File: src/rtl/pio_bank_pkg.sv
// Shared constants for the double-buffered parameter bank.
// Register offsets are relative to the first address after the shadow words.
package pio_bank_pkg;
  localparam int CTRL_OFS    = 0;
  localparam int STATUS_OFS  = 1;
  localparam int COMMITS_OFS = 2;
  localparam int COMMIT_BIT  = 0;
  localparam int AUTO_BIT    = 1;
  localparam int OVERRUN_W   = 8;
  localparam int COMMITS_W   = 16;
endpackage

File: src/rtl/pio_commit_ctrl.sv
// Commit handshake: pending flag, overrun and commit counters,
// and the registered update pulse that follows each transfer.
module pio_commit_ctrl
  import pio_bank_pkg::*;
(
  input  logic                 clk,
  input  logic                 reset_n,
  input  logic                 req,
  input  logic                 fabric_ready,
  input  logic                 ovr_clr,
  output logic                 pending,
  output logic                 xfer,
  output logic [OVERRUN_W-1:0] overrun,
  output logic [COMMITS_W-1:0] commits,
  output logic                 out_update
);

  logic ovr_sat;

  assign xfer    = pending & fabric_ready;
  assign ovr_sat = &overrun;

  always_ff @(posedge clk or negedge reset_n) begin
    if (!reset_n) begin
      pending    <= 1'b0;
      overrun    <= '0;
      commits    <= '0;
      out_update <= 1'b0;
    end else begin
      out_update <= xfer;
      if (xfer)
        commits <= commits + 1'b1;
      if (req)
        pending <= 1'b1;
      else if (xfer)
        pending <= 1'b0;
      // a request landing on a transfer edge still counts as overrun
      if (ovr_clr)
        overrun <= '0;
      else if (req && pending && !ovr_sat)
        overrun <= overrun + 1'b1;
    end
  end

endmodule

File: src/rtl/pio_param_bank.sv
// Avalon-MM parameter bank: shadow words written by the HPS are copied
// to the active set atomically when the fabric signals it is safe.
module pio_param_bank
  import pio_bank_pkg::*;
#(
  parameter int NUM_CH = 4,
  parameter int DATA_W = 27,
  parameter int ADDR_W = 4
) (
  input  logic                     clk,
  input  logic                     reset_n,
  input  logic [ADDR_W-1:0]        address,
  input  logic                     chipselect,
  input  logic                     write_n,
  input  logic [31:0]              writedata,
  output logic [31:0]              readdata,
  input  logic                     fabric_ready,
  output logic [NUM_CH*DATA_W-1:0] out_port,
  output logic                     out_update,
  output logic                     pending
);

  localparam logic [ADDR_W-1:0] NCH_A  = ADDR_W'(NUM_CH);
  localparam logic [ADDR_W-1:0] CTRL_A = ADDR_W'(NUM_CH + CTRL_OFS);
  localparam logic [ADDR_W-1:0] STAT_A = ADDR_W'(NUM_CH + STATUS_OFS);
  localparam logic [ADDR_W-1:0] CMT_A  = ADDR_W'(NUM_CH + COMMITS_OFS);

  logic [DATA_W-1:0]    shadow [NUM_CH];
  logic [DATA_W-1:0]    active [NUM_CH];
  logic                 wr;
  logic                 wr_sh;
  logic                 wr_ctrl;
  logic                 wr_stat;
  logic                 sel_ctrl;
  logic                 sel_stat;
  logic                 sel_cmt;
  logic                 auto_mode;
  logic                 req;
  logic                 xfer;
  logic [OVERRUN_W-1:0] overrun;
  logic [COMMITS_W-1:0] commits;
  logic                 unused_wd;

  assign sel_ctrl  = (address == CTRL_A);
  assign sel_stat  = (address == STAT_A);
  assign sel_cmt   = (address == CMT_A);
  assign wr        = chipselect & ~write_n;
  assign wr_sh     = wr & (address < NCH_A);
  assign wr_ctrl   = wr & sel_ctrl;
  assign wr_stat   = wr & sel_stat;
  assign req       = (wr_ctrl & writedata[COMMIT_BIT])
                   | (wr_sh & auto_mode);
  assign unused_wd = ^writedata;

  always_ff @(posedge clk or negedge reset_n) begin
    if (!reset_n) begin
      for (int k = 0; k < NUM_CH; k++)
        shadow[k] <= '0;
    end else if (wr_sh) begin
      for (int k = 0; k < NUM_CH; k++)
        if (address == ADDR_W'(k))
          shadow[k] <= writedata[DATA_W-1:0];
    end
  end

  // actives take the pre-write shadows on the transfer edge
  always_ff @(posedge clk or negedge reset_n) begin
    if (!reset_n) begin
      for (int k = 0; k < NUM_CH; k++)
        active[k] <= '0;
    end else if (xfer) begin
      for (int k = 0; k < NUM_CH; k++)
        active[k] <= shadow[k];
    end
  end

  always_ff @(posedge clk or negedge reset_n) begin
    if (!reset_n)
      auto_mode <= 1'b0;
    else if (wr_ctrl)
      auto_mode <= writedata[AUTO_BIT];
  end

  pio_commit_ctrl u_ctrl (
    .clk          (clk),
    .reset_n      (reset_n),
    .req          (req),
    .fabric_ready (fabric_ready),
    .ovr_clr      (wr_stat),
    .pending      (pending),
    .xfer         (xfer),
    .overrun      (overrun),
    .commits      (commits),
    .out_update   (out_update)
  );

  always_comb begin
    readdata = '0;
    for (int k = 0; k < NUM_CH; k++)
      if (address == ADDR_W'(k))
        readdata = 32'(shadow[k]);
    unique case (1'b1)
      sel_ctrl: readdata[AUTO_BIT] = auto_mode;
      sel_stat: readdata = {16'b0, overrun, 7'b0, pending};
      sel_cmt:  readdata = 32'(commits);
      default:  ;
    endcase
  end

  always_comb begin
    out_port = '0;
    for (int k = 0; k < NUM_CH; k++)
      out_port[k*DATA_W +: DATA_W] = active[k];
  end

endmodule
File: config.mk
export PLATFORM = sky130hd
export DESIGN_NAME = pio_param_bank
export DESIGN_NICKNAME = d
export VERILOG_FILES = /design/src/rtl/pio_bank_pkg.sv /design/src/rtl/pio_commit_ctrl.sv /design/src/rtl/pio_param_bank.sv
export SDC_FILE = /design/constraint.sdc
export NUM_CORES = 1
export LEC_CHECK = 0
export ABC_AREA = 1
export BUFFER_PORTS_ARGS = -buffer_cell sky130_fd_sc_hd__buf_2
export CAP_MARGIN = 5
export CORE_MARGIN = 8
export CORE_UTILIZATION = 34
export CTS_CLUSTER_DIAMETER = 30
export CTS_CLUSTER_SIZE = 16
export DETAILED_ROUTE_END_ITERATION = 10
export PLACE_DENSITY = 0.54
export SLEW_MARGIN = 20
export SYNTH_ARGS = -nofsm -noshare
export SYNTH_HDL_FRONTEND = slang
export SYNTH_SLANG_ARGS = --single-unit
export TNS_END_PERCENT = 30
File: constraint.sdc
create_clock -name clk -period 1.62 [get_ports clk]
set_clock_uncertainty 0.05 [all_clocks]
set_input_delay 0.243 -clock clk [delete_from_list [all_inputs] [get_ports clk]]
set_output_delay 0.243 -clock clk [all_outputs]
set_load 0.02 [all_outputs]
### Word-level counts from Yosys, hierarchy flattened

Cells that the tools add are included.

| storage, ports and cells | value |
|---|---|
| register bits | 243 |
| output and inout port bits | 142 |

| operators by class | value |
|---|---|
| add/subtract/negate cells | 2 |
| order comparisons | 1 |
| equal/unequal tests | 6 |
| mux-type cells | 11 |
| bitwise logic cells | 9 |
| reduce and logical (&&, ||, !) cells | 11 |

Operators by type and width:

| operator | count |
|---|---|
| $mux W32 | 3 |
| $pmux W30 S2 | 1 |
| $mux W27 | 1 |
| $add A16 B1 Y16 const B | 1 |
| $mux W8 | 2 |
| $eq A4 B3 Y1 const B | 3 |
| $add A8 B1 Y8 const B | 1 |
| $eq A4 B2 Y1 const B | 2 |
| $reduce_and A2 Y1 | 4 |
| $reduce_and A8 Y1 | 1 |
| $and A1 B1 Y1 | 7 |
| $eq A4 B1 Y1 const B | 1 |
| $logic_not A4 Y1 | 1 |
| $lt A4 B3 Y1 const B | 1 |
| $reduce_bool A2 Y1 | 2 |
| $pmux W1 S3 | 1 |
| $logic_and A1 B1 Y1 | 2 |
| $mux W1 | 2 |
| $pmux W1 S2 | 1 |
| $logic_not A1 Y1 | 1 |
| $not A1 Y1 | 1 |
| $or A1 B1 Y1 | 1 |

### Longest topological paths before layout

| logic depth | value |
|---|---|
| depth in word-level cells | 9 |
| mapped depth | 9 |
| depth with buffers taken out | 8 |

### Cells and area by module

A second synthesis with hierarchy kept.

| unflattened totals | value |
|---|---|
| cells, all modules | 1,168 |
| area, all modules | 10,714.0 um2 |

By module, submodules not included:

| module | instances | cells an instance | area each (um2) |
|---|---|---|---|
| pio_param_bank | 1 | 991 | 9,275.1 |
| pio_commit_ctrl | 1 | 177 | 1,438.9 |

### Least setup slack after synthesis

Ideal clock, no wire load.

| path | value |
|---|---|
| path kind | in2out |
| start | in address[3] |
| end | out readdata[19] |
| arrival time | 1,272 ps |
| setup slack | 55 ps |
| stages | 6 |
| path buffers | 1 |
| cells stage by stage | nor2_4 -> nand2_2 -> buf_2 -> o22ai_1 -> nor2_1 -> a21oi_1 |

| between the ends | value |
|---|---|
| word-level cells in the longest chain between the ends | 6 |

RTL lines:

| element | line | text |
|---|---|---|
| from (decl) | pio_param_bank.sv:12 | `input logic [ADDR_W-1:0] address,` |
| $logic_not A4 Y1 | pio_param_bank.sv:100 | `if (address == ADDR_W'(k))` |
| $mux W27 | pio_param_bank.sv:100 |  |
| $mux W32 (3 in a row) | pio_param_bank.sv:100 |  |
| $pmux W30 S2 * | pio_param_bank.sv:102 | `unique case (1'b1)` |
| to (decl) | pio_param_bank.sv:16 | `output logic [31:0] readdata,` |

Mark *: on every way between the ends. The rest lies on a longest branch, timed or not.

### Worst setup path after layout

| path | value |
|---|---|
| start | reg shadow[96] (netlist name) |
| end | out readdata[15] |

| between the ends | value |
|---|---|
| word-level cells in the longest chain between the ends | 5 |

RTL lines:

| element | line | text |
|---|---|---|
| from (decl) | pio_param_bank.sv:28 | `logic [DATA_W-1:0] shadow [NUM_CH];` |
| from (signal, indexed assignment) | pio_param_bank.sv:62 | `shadow[k] <= writedata[DATA_W-1:0];` |
| $mux W27 | pio_param_bank.sv:100 |  |
| $mux W32 (3 in a row) | pio_param_bank.sv:100 |  |
| $pmux W30 S2 | pio_param_bank.sv:102 |  |

Every way passes these cells.

==> flow_summary_export.csv <==
group,metric,value,unit
logic_synthesis,yosysTopAreaCellShare,58.82,%
logic_synthesis,synth-edff-count,0,
timing,hold_viol_final,0,
floorplan,rows,64,
placement,portBuffers,172,
routing,drc,0,
routing,dr.first_iter.drc_count,643,
run,cap_viol_max_count,0,
min_path,hold_class,"input port to flip-flop",
worst_setup_path,worst_setup_path_start_kind,"flip-flop",
grt,grtUsageMet1,24.79,%
worst_setup_path,r2r-start,"shadow[91]$_DFFE_PN0P_",
worst_setup_path,arrival,1.65,ns
floorplan,fp.dieW,190.4,µm
floorplan,die_h,190.4,µm
min_path,hold_start,"writedata[0]",
logic_synthesis,yosys.area.top_type,"dfrtp_1",
finish,drive_gt1_share,33.08,%
logic_synthesis,synth_area,10340,µm²
grt,grt_pass1_vias,9119,
grt,grt_util_met2,26.94,%
timing,period_share,119.6,%
finish,synthToLayoutAreaGrowth,48.70,%
floorplan,coreArea,30270,µm²
floorplan,num_io_pins,183,
worst_setup_path,worst-path-buf-inv,2,
worst_setup_path,critPathTopFamily,"flip-flops",
clock_tree,cts_tree,"done",
timing,whs,0.008777,ns
finish,fill_cells,2845,
logic_synthesis,async_reset_ff_share,100.0,%
floorplan,initial_utilization,34.15,%
grt,top_usage_layer,"met2",
outcome,violations,"negative setup slack",
placement,post-dp-hpwl,21.87,mm
worst_setup_path,startpoint,"shadow[96]$_DFFE_PN0P_",
finish,diodes,0,
outcome,status,"finished with violations",
clock_tree,clock_latency,0.54,ns
grt,antenna_found_initial,0,
timing,report.final.slew_viol_count,0,
grt,grt_first_pass_wirelength,51.31,mm
grt,grt_usage,17.77,%
power_and_ir_drop,power_density,1481,nW/µm²
logic_synthesis,ys_seq_area_share,58.82,%
worst_setup_path,slowest_stage,"dfrtp_1",
logic_synthesis,avgSynthCellArea,8.658,µm²
clock_tree,clkSinkCount,243,
grt,grt_max_degree,132,
worst_setup_path,critPathKind,"flip-flop to output port",
timing,setup_viol,35,
logic_synthesis,ys_types,28,
worst_setup_path,rrSetupSlack,-0.09,ns
timing,rsz0062_at_grt,"yes",
worst_setup_path,crit_chain,"inv_2, o22ai_2, nor2_2, nand3b_1, buf_6",
power_and_ir_drop,vdd_ir_drop_max,0.7229,mV
grt,grt_overflow_total,0,
placement,place.gp.congestion,0.8446,
routing,wl_per_cell,17.13,µm
clock_tree,path_clk_slew,0.05,ns
routing,drt-vias-per-instance,4.697,
logic_synthesis,ys.flop_type,"dfrtp_1",
routing,dr.pass1.iters,5,
logic_synthesis,synth_warnings,0,
worst_setup_path,required,1.33,ns
logic_synthesis,synth_seq_cells,243,
floorplan,die_area,36240,µm²
clock_tree,cts_buffers,52,
placement,dpl_cell_area,12120,µm²
clock_tree,clockBufferDepth,3,
clock_tree,cts-root-buf,"clkbuf_16",
finish,fin_nets,1559,
worst_setup_path,cp_max_fo,2,
worst_setup_path,end_kind,"output port",
power_and_ir_drop,p_leak,0.007856,µW
routing,wirelength,33.45,mm
logic_synthesis,yosys-top-cells-area,"dfrtp_1 (59%), nand2_1 (13%), o21ai_0 (6.8%)",
routing,vias,9173,
worst_setup_path,r2r.worst_path.cells,12,
routing,antenna_left,0,
finish,fin_area,15370,µm²
min_path,whs_endpoint,"u_ctrl.pending$_DFFE_PN0P_",
worst_setup_path,r2r_end,"out_port[10]$_DFFE_PN0P_",
timing,max_freq,516.0,MHz
logic_synthesis,syn_inst,1194,
timing,setup_slack,-0.3180,ns
grt,met3_usage,4.481,%
min_path,whs_path_depth,3,
worst_setup_path,max_stage_delay,0.38,ns
clock_tree,htree_levels,2,
timing,min_period,1.938,ns
-- report_power, final --
group / internal (µW) / switching [µW]
Clock: 7550 / 3410
Combinational: 1620 / 2360
Sequential: 7150 / 681
Total: 16300 / 6450
-- kinds of logic after synthesis --
group | synth area share [%]
buffers and inverters | 8.255
XOR/XNOR | 1.186
adder cells (fa/ha/maj) | 0.2420
other | 0.03628
AO/OA/AOI/OAI | 12.71
flip-flops | 58.82
AND/OR/NAND/NOR | 18.75
-- state kept, by name, indices dropped and copies added (netlist names) --
register and count:
auto_mode 1, out_port 108, u_ctrl.commits 16, u_ctrl.pending 1
u_ctrl.overrun 8, u_ctrl.out_update 1, shadow 108
-- cells in the mapped netlist, types with 3 or more instances --
cell and count:
a21oi_1 11, buf_2 25, inv_1 150, buf_1 6
nand4_1 17, nand2_4 4, o21ai_0 141, dfrtp_1 243
xnor2_1 3, xor2_1 11, nor3_1 4, nor2_1 47
buf_4 5, nand3b_1 10, nand2_1 355, o22ai_1 33
clkbuf_1 23, inv_2 5, nand3_1 18, o21ai_1 66
nand2_2 6
-- how the worst max path moves through the flow --
stage	to	slack, ns	cells past startpoint
global route	readdata[15]	-0.38	5
CTS	readdata[15]	-0.31	5
finish	readdata[15]	-0.32	5
floorplan	readdata[19]	0.06	6
global placement	readdata[14]	-0.23	9
detailed placement	readdata[14]	-0.25	9
-- per-layer routing --
metal,wire length (µm),part of all wire [%]
met2,15000,45
met4,608,1.8
met5,0,0
met1,15380,46
met3,2450,7.3
-- worst register-to-register path, stage by stage (launching register included) --
cell,delay (ns)
dfrtp_1,0.36
inv_2,0.06
buf_6,0.11
buf_4,0.12
buf_4,0.13
buf_6,0.10
buf_6,0.10
buf_6,0.10
buf_6,0.10
buf_6,0.10
buf_6,0.10
buf_6,0.10
o21ai_1,0.10
-- layout by cell type, fill, tap and decap left out, types with 7 or more instances in the layout --
master	n
dfrtp_1	242
nor2_2	13
nand4_1	17
nor2_4	7
clkbuf_8	14
inv_1	102
clkbuf_16	55
buf_6	32
o22ai_2	21
o21ai_1	74
nand3b_1	10
buf_12	22
nand2_1	352
buf_4	97
o21ai_0	130
a21oi_1	7
nor2_1	31
inv_2	49
xor2_1	11
dlygate4sd3_1	25
nand3_1	17
buf_2	143
-- stage by stage --
stage / instances / setup WS, ns / setup TNS (ns) / total power [µW] / util (%)
after floorplan: 1198 / 0.05540 / 0 / 9638 / -
after global placement: 1765 / -0.2338 / -6.100 / 11050 / 40.05
after detailed placement: 1765 / -0.2544 / -8.330 / 11110 / 40.05
after CTS: 1924 / -0.3059 / -5.344 / 22620 / 48.75
after global routing: 1953 / -0.3761 / -9.048 / 23770 / 50.79
final: 1953 / -0.3180 / -5.283 / 22760 / 50.79
-- area by class of cell --
cell class / instances / area [µm²] / share of cell area (%)
well taps: 396 / 495.5 / 3.223
inverters: 155 / 596.8 / 3.882
clock buffers: 70 / 1530 / 9.954
flip-flops and latches: 243 / 6082 / 39.57
clock inverters: 25 / 324.1 / 2.108
repair buffers: 323 / 2575 / 16.75
multi-input cells: 741 / 3769 / 24.52
-- what timing repair did --
action                                  in CTS  in global routing
pin swaps                                   27                 45
endpoints found under the hold margin      311                  0
endpoints found under the setup margin      27                 95
buffers inserted                            40                 31
cloned                                       0                  3
hold buffers                                25                  0
resized for setup                           97                100
No activity file was read; power rests on OpenSTA's default activity.
